`src/rtl/data_bus_bridge_pkg.sv`:
```
// Shared widths and FSM state type for the MEM-stage data bus bridge.
package data_bus_bridge_pkg;

   localparam int unsigned AddrBus        = 32;
   localparam int unsigned DataBus        = 32;
   localparam int unsigned MemSelBus      = 4;
   localparam int unsigned BridgeStateBus = 3;

   typedef enum logic [BridgeStateBus-1:0] {
      BrIdle  = 3'd0,
      BrReq   = 3'd1,
      BrWait  = 3'd2,
      BrDone  = 3'd3,
      BrDrain = 3'd4
   } bridge_state_e;

endpackage

```
`src/rtl/data_bus_bridge.sv`:
```
// Adapts single-cycle MEM RAM controls to a request/response data bus, stalling the pipeline
// until each access completes and holding the last read word for WB.
module data_bus_bridge
   import data_bus_bridge_pkg::*;
#(
   parameter int unsigned ADDR_WIDTH = AddrBus,
   parameter int unsigned DATA_WIDTH = DataBus
) (
   input  logic                  clk,
   input  logic                  rst_n,
   input  logic                  ram_en,
   input  logic [MemSelBus-1:0]  ram_write_en,
   input  logic [ADDR_WIDTH-1:0] ram_addr,
   input  logic [DATA_WIDTH-1:0] ram_write_data,
   input  logic                  flush,
   output logic                  stall_req,
   output logic [DATA_WIDTH-1:0] rdata_out,
   output logic                  bus_req,
   output logic                  bus_wr,
   output logic [MemSelBus-1:0]  bus_wstrb,
   output logic [ADDR_WIDTH-1:0] bus_addr,
   output logic [DATA_WIDTH-1:0] bus_wdata,
   input  logic                  bus_addr_ok,
   input  logic                  bus_data_ok,
   input  logic [DATA_WIDTH-1:0] bus_rdata
);

   bridge_state_e         state_q, state_d;
   logic                  bus_req_q, bus_req_d;
   logic                  bus_wr_q, bus_wr_d;
   logic [MemSelBus-1:0]  bus_wstrb_q, bus_wstrb_d;
   logic [ADDR_WIDTH-1:0] bus_addr_q, bus_addr_d;
   logic [DATA_WIDTH-1:0] bus_wdata_q, bus_wdata_d;
   logic [DATA_WIDTH-1:0] rdata_q, rdata_d;
   logic                  launch;

   always_ff @(posedge clk or negedge rst_n) begin
      if (!rst_n) begin
         state_q <= BrIdle;
      end else begin
         state_q <= state_d;
      end
   end

   // Once the bus has accepted a request it owns the transaction, so a flush must drain it.
   always_comb begin
      state_d = state_q;
      case (state_q)
         BrIdle: begin
            if (ram_en && !flush) state_d = BrReq;
         end
         BrReq: begin
            if (bus_addr_ok) begin
               if (bus_data_ok) state_d = flush ? BrIdle : BrDone;
               else             state_d = flush ? BrDrain : BrWait;
            end else if (flush) begin
               state_d = BrIdle;
            end
         end
         BrWait: begin
            if (bus_data_ok)  state_d = flush ? BrIdle : BrDone;
            else if (flush)   state_d = BrDrain;
         end
         BrDone:  state_d = BrIdle;
         BrDrain: begin
            if (bus_data_ok) state_d = BrIdle;
         end
         default: state_d = BrIdle;
      endcase
   end

   assign stall_req = ram_en && (state_q != BrDone) && !flush;
   assign launch    = (state_q == BrIdle) && ram_en && !flush;

   always_comb begin
      bus_req_d   = (state_d == BrReq);
      bus_wr_d    = bus_wr_q;
      bus_wstrb_d = bus_wstrb_q;
      bus_addr_d  = bus_addr_q;
      bus_wdata_d = bus_wdata_q;
      rdata_d     = rdata_q;
      if (launch) begin
         bus_wr_d    = |ram_write_en;
         bus_wstrb_d = ram_write_en;
         bus_addr_d  = ram_addr;
         bus_wdata_d = ram_write_data;
      end
      // DONE is only reached by an unflushed completion, so drained data never lands here.
      if (state_d == BrDone && !bus_wr_q) begin
         rdata_d = bus_rdata;
      end
   end

   always_ff @(posedge clk or negedge rst_n) begin
      if (!rst_n) begin
         bus_req_q   <= 1'b0;
         bus_wr_q    <= 1'b0;
         bus_wstrb_q <= '0;
         bus_addr_q  <= '0;
         bus_wdata_q <= '0;
         rdata_q     <= '0;
      end else begin
         bus_req_q   <= bus_req_d;
         bus_wr_q    <= bus_wr_d;
         bus_wstrb_q <= bus_wstrb_d;
         bus_addr_q  <= bus_addr_d;
         bus_wdata_q <= bus_wdata_d;
         rdata_q     <= rdata_d;
      end
   end

   assign bus_req   = bus_req_q;
   assign bus_wr    = bus_wr_q;
   assign bus_wstrb = bus_wstrb_q;
   assign bus_addr  = bus_addr_q;
   assign bus_wdata = bus_wdata_q;
   assign rdata_out = rdata_q;

endmodule
```
`config.mk`:
```
export PLATFORM = sky130hd
export DESIGN_NAME = data_bus_bridge
export DESIGN_NICKNAME = d
export VERILOG_FILES = /design/src/rtl/data_bus_bridge_pkg.sv /design/src/rtl/data_bus_bridge.sv
export SDC_FILE = /design/constraint.sdc
export NUM_CORES = 1
export LEC_CHECK = 0
export ABC_AREA = 1
export BUFFER_PORTS_ARGS = -buffer_cell sky130_fd_sc_hd__buf_2
export CAP_MARGIN = 10
export CORE_ASPECT_RATIO = 0.9
export CORE_MARGIN = 4
export CORE_UTILIZATION = 41
export CTS_BUF_LIST = sky130_fd_sc_hd__clkbuf_16
export DETAILED_ROUTE_END_ITERATION = 8
export GPL_TIMING_DRIVEN = 0
export PLACE_DENSITY = 0.73
export SYNTH_ARGS = -nofsm -noshare
export SYNTH_HDL_FRONTEND = slang
export SYNTH_SLANG_ARGS = --single-unit
```
`constraint.sdc`:
```
create_clock -name clk -period 2.01 [get_ports clk]
set_input_delay 0.1005 -clock clk [delete_from_list [all_inputs] [get_ports clk]]
set_output_delay 0.1005 -clock clk [all_outputs]
set_load 0.05 [all_outputs]
```
# Yosys cells after proc, flatten, opt, wreduce, memory -nomap -nowiden
# Cells that the tools add are included.
# word_totals
register_bits	105
in_bits	106
output_inout_bits	103
elab_cells	33
# op_classes
eq_ne	6
n_mux	10
n_reduce_logical	10
# ops
op	count
2-to-1 mux 3 bit	8
case mux 3 bit (4 select lines)	1
== test 3 x 1 -> 1 bit, second input constant	2
== test 3 x 2 -> 1 bit, second input constant	2
logical AND 1 bit	6
OR reduction 4 bit	1
== test 3 bit, second input constant	1
zero test 3 bit	1
!= test 3 x 2 -> 1 bit, second input constant	1
zero test 1 bit	2
2-to-1 mux 2 bit	1

# Depth between registers and ports, before layout
# depth
depth_word	6
mapped_depth	9

# Worst setup path after synthesis
# No wires, ideal clock.
# synth_timing
path_type	flip-flop to output port
from	reg state_q[1]
to	out stall_req
arrival_time_ns	1.291
required_time_ns	1.910
path_slack_ns	0.619
path_stages_with_launch	2
n_path_buf	0
path_cell_list	dfrtp_1 -> a31oi_1
# synth_between
elab_chain_cells	3
# synth_lines
item	line	text
start, declared	data_bus_bridge.sv:28	bridge_state_e state_q, state_d;
start signal, assigned	data_bus_bridge.sv:39	state_q <= BrIdle;
start signal, assigned	data_bus_bridge.sv:41	state_q <= state_d;
!= test 3 x 2 -> 1 bit	data_bus_bridge.sv:72	assign stall_req = ram_en && (state_q != BrDone) && !flush;
logical AND 1 bit (2 in series)	data_bus_bridge.sv:72	
end, declared	data_bus_bridge.sv:16	output logic stall_req,
# Every way passes these cells.

# Worst setup path in the final report
# layout_timing
from	reg state_q[1]
to	reg bus_addr_q[0], in the netlist bus_addr[0]
# layout_between
elab_chain_cells	3
# layout_lines
item	line	text
zero test 3 bit	data_bus_bridge.sv:73	assign launch = (state_q == BrIdle) && ram_en && !flush;
logical AND 1 bit (2 in series)	data_bus_bridge.sv:73	
end signal, assigned	data_bus_bridge.sv:106	bus_addr_q <= bus_addr_d;
end, declared	data_bus_bridge.sv:32	logic [ADDR_WIDTH-1:0] bus_addr_q, bus_addr_d;
# Every way passes these cells.
# A chain may end at the register's enable or synchronous reset.

==> flow_metrics.py <==
metrics = {
    "cts": {
        "clk_pin_slew_ns": 0.07,
        "cts-root-buf": "clkbuf_16",
        "hold_buffers": 78,
        "cts_setup_buffers": 0,
        "cts_buffer_depth": 2,
        "htree_num_levels": 3,
        "cts.repair.resized": 0,
        "clk_latency_ns": 0.33,
        "clock_sinks": 105,
        "cts_tree": "built",
        "numCtsBuffers": 9,
    },
    "critical_path": {
        "end_kind": "flop",
        "startpoint_type": "flop",
        "crit_arrival_ns": 2.05,
        "cp_cell_sequence": "nor2_1 > nand4_2 > inv_2 > buf_2 > buf_4 > nand2_1 > nand2_1",
        "worstPathMaxFanout": 10,
        "cp.required_ns": 2.28,
        "slowest_stage": "dfrtp_1",
        "crit_family": "buffers and inverters",
        "critPathBufInv": 3,
        "cp_slowest_stage_delay_ns": 0.43,
        "worstSetupPathType": "flop to flop",
        "path_common_cell": "nand2_1",
    },
    "grt": {
        "antenna_found_initial": 0,
        "grt_usage_pct": 22.7,
        "grt_max_degree": 58,
        "grt_pass1_wl_mm": 21.1,
        "grt_overflow": 0,
        "grt_pass1_vias": 4363,
    },
    "placed_design": {
        "place_area_sq_um": 5320,
        "port_buffers": 208,
        "gp_congestion": 0.894,
        "hpwlAfterDp_mm": 8.64,
    },
    "synth": {
        "syn_inst": 465,
        "synth_top_area_share_pct": 64.2,
        "syn-num-nets": 571,
        "ys_seq_area_share_pct": 64.2,
        "ys_ff_latch": 105,
        "syn_avg_cell_area_sq_um": 8.80,
        "synth_top_area_cell": "dfrtp_1",
        "yosysWarnings": 0,
        "syn_area_sq_um": 4090,
        "netlist_top_cells_area": "dfrtp_1 64%, nand2_1 25%, nand3_1 4.3%, buf_2 2.1%, nor2_1 0.73%",
        "synthDistinctLibCells": 17,
    },
    "finish": {
        "layout.nets": 869,
        "layout-drive-gt1-share_pct": 32.8,
        "seqCellArea_sq_um": 2630,
        "stdcell_area_sq_um": 6430,
        "multiInputGateArea_sq_um": 1330,
        "syn_to_final_growth_pct": 57.3,
        "final_common_cell": "nand2_1",
        "antenna_cells": 0,
        "nFillCells": 758,
        "mostFrequentLayoutCells": "277 x nand2_1, 224 x buf_2, 105 x dfrtp_1",
    },
    "drt": {
        "drtIter0Drc": 287,
        "wl_per_cell_microns": 14.6,
        "vias": 4204,
        "firstDrtPassIters": 4,
        "ant_nets": 0,
        "routed_via_density": 4.70,
        "drcViolationCount": 0,
        "wl_mm": 13.0,
    },
    "floorplanning": {
        "die_h_microns": 103,
        "die-width_microns": 113,
        "io-pin-count": 209,
        "core_sq_um": 9700,
        "die_area_sq_um": 11600,
        "rows": 34,
        "start_util_pct": 42.2,
    },
    "sta": {
        "period_share_pct": 88.3,
        "max_slew.worst_pin.slew_ns": 0.648,
        "hold_viol_final": 0,
        "skew_ns": 0.00922,
        "maxSlewViolCount": 0,
        "setup_viol": 0,
        "relSlewSlack_pct": 56.8,
        "finalWorstPathRequiredPeriod_ns": 1.77,
        "rsz0062_at_grt": "false",
        "fmax_mhz": 564,
    },
    "min_path": {
        "hold_class": "primary input to flop",
    },
    "run_status": {
        "status": "complete, no violations",
    },
    "pwr": {
        "ir_drop_mv": 0.771,
        "p_leak_nw": 3.77,
        "power.total_mw": 8.18,
        "p_per_area_nw_per_um2": 1270,
    },
    "flow_run": {
        "cap_violations": 0,
    },
}
-- per-layer routing --
layer	global-route usage, %	routed length [microns]	vias to the layer above
li1	-	-	2023
met1	27.3	5200	1952
met2	39.4	6420	199
met3	6.87	1140	30
met4	7.30	288	0
met5	0	0	-
-- area by class of cell --
type                       instances  share of cell area (%)
buffer                            23                    1.73
tap                              126                    2.45
sequential                       105                    40.8
clock buffer                       9                    3.50
multi-input combinational        331                    20.7
inverter                           6                   0.350
timing repair buffer             287                    28.8
clock inverter                     7                    1.69
-- state kept, by name (all words and copies together) (netlist names) --
signal     cells
state_q        3
rdata_out     32
bus_wstrb      4
bus_addr      32
bus_wdata     32
bus_req        1
bus_wr         1
-- worst min-delay path, delay by kind of cell --
family | cells | cell delay, ns
buffers and inverters | 1 | 0.08
AND/OR/NAND/NOR | 2 | 0.14
-- through the flow --
stage	hold slack [ns]	util [%]	std cells	TNS (ns)	worst slack (ns)
floorplan	-0.195	-	465	0	0.619
global placement	0.294	54.5	799	-31.61	-0.307
detailed placement	0.178	54.9	800	0	0.218
CTS	0.00239	66.3	894	0	0.207
global route	0.000787	66.3	894	0	0.0956
finish	0.0108	66.3	894	0	0.236
-- report_power, final --
part           switching [mW]  internal (mW)  leakage, nW
registers               0.297           2.61         1.35
clock network           0.814           1.12        0.164
logic                    2.57          0.767         2.26
total                    3.68           4.50         3.77
-- cells in the mapped netlist, drive strengths merged --
library cell and n:
nor2 10, nand2 278, a21oi 3, nor3 1, inv 6, a31oi 2
dfrtp 105, nand3 36, buf 18, nand4 1, clkbuf 5
-- kinds of logic after synthesis --
| kind of cell | synth area share, % |
|---|---|
| buf+inv | 3.27 |
| compound gates | 0.948 |
| simple gates | 31.6 |
| flops | 64.2 |
-- path summary, 6_finish.rpt --
| path | endpoint | slack (ns) | depth (start not counted) | from |
|---|---|---|---|---|
| hold reg to reg | rdata_out[21]$_DFFE_PN0P_ | 0.47 | 2 | rdata_out[21]$_DFFE_PN0P_ |
| min in group asynchronous | bus_addr[1]$_DFFE_PN0P_ | 0.32 | 2 | rst_n |
| max in group asynchronous | bus_wdata[16]$_DFFE_PN0P_ | 0.99 | 3 | rst_n |
| setup / recovery | bus_addr[0]$_DFFE_PN0P_ | 0.24 | 7 | state_q[1]$_DFF_PN0_ |
| hold / removal | rdata_out[14]$_DFFE_PN0P_ | 0.01 | 3 | bus_rdata[14] |
| setup reg to reg | bus_addr[0]$_DFFE_PN0P_ | 0.24 | 7 | state_q[1]$_DFF_PN0_ |
Power figures use the tool's default switching activity.
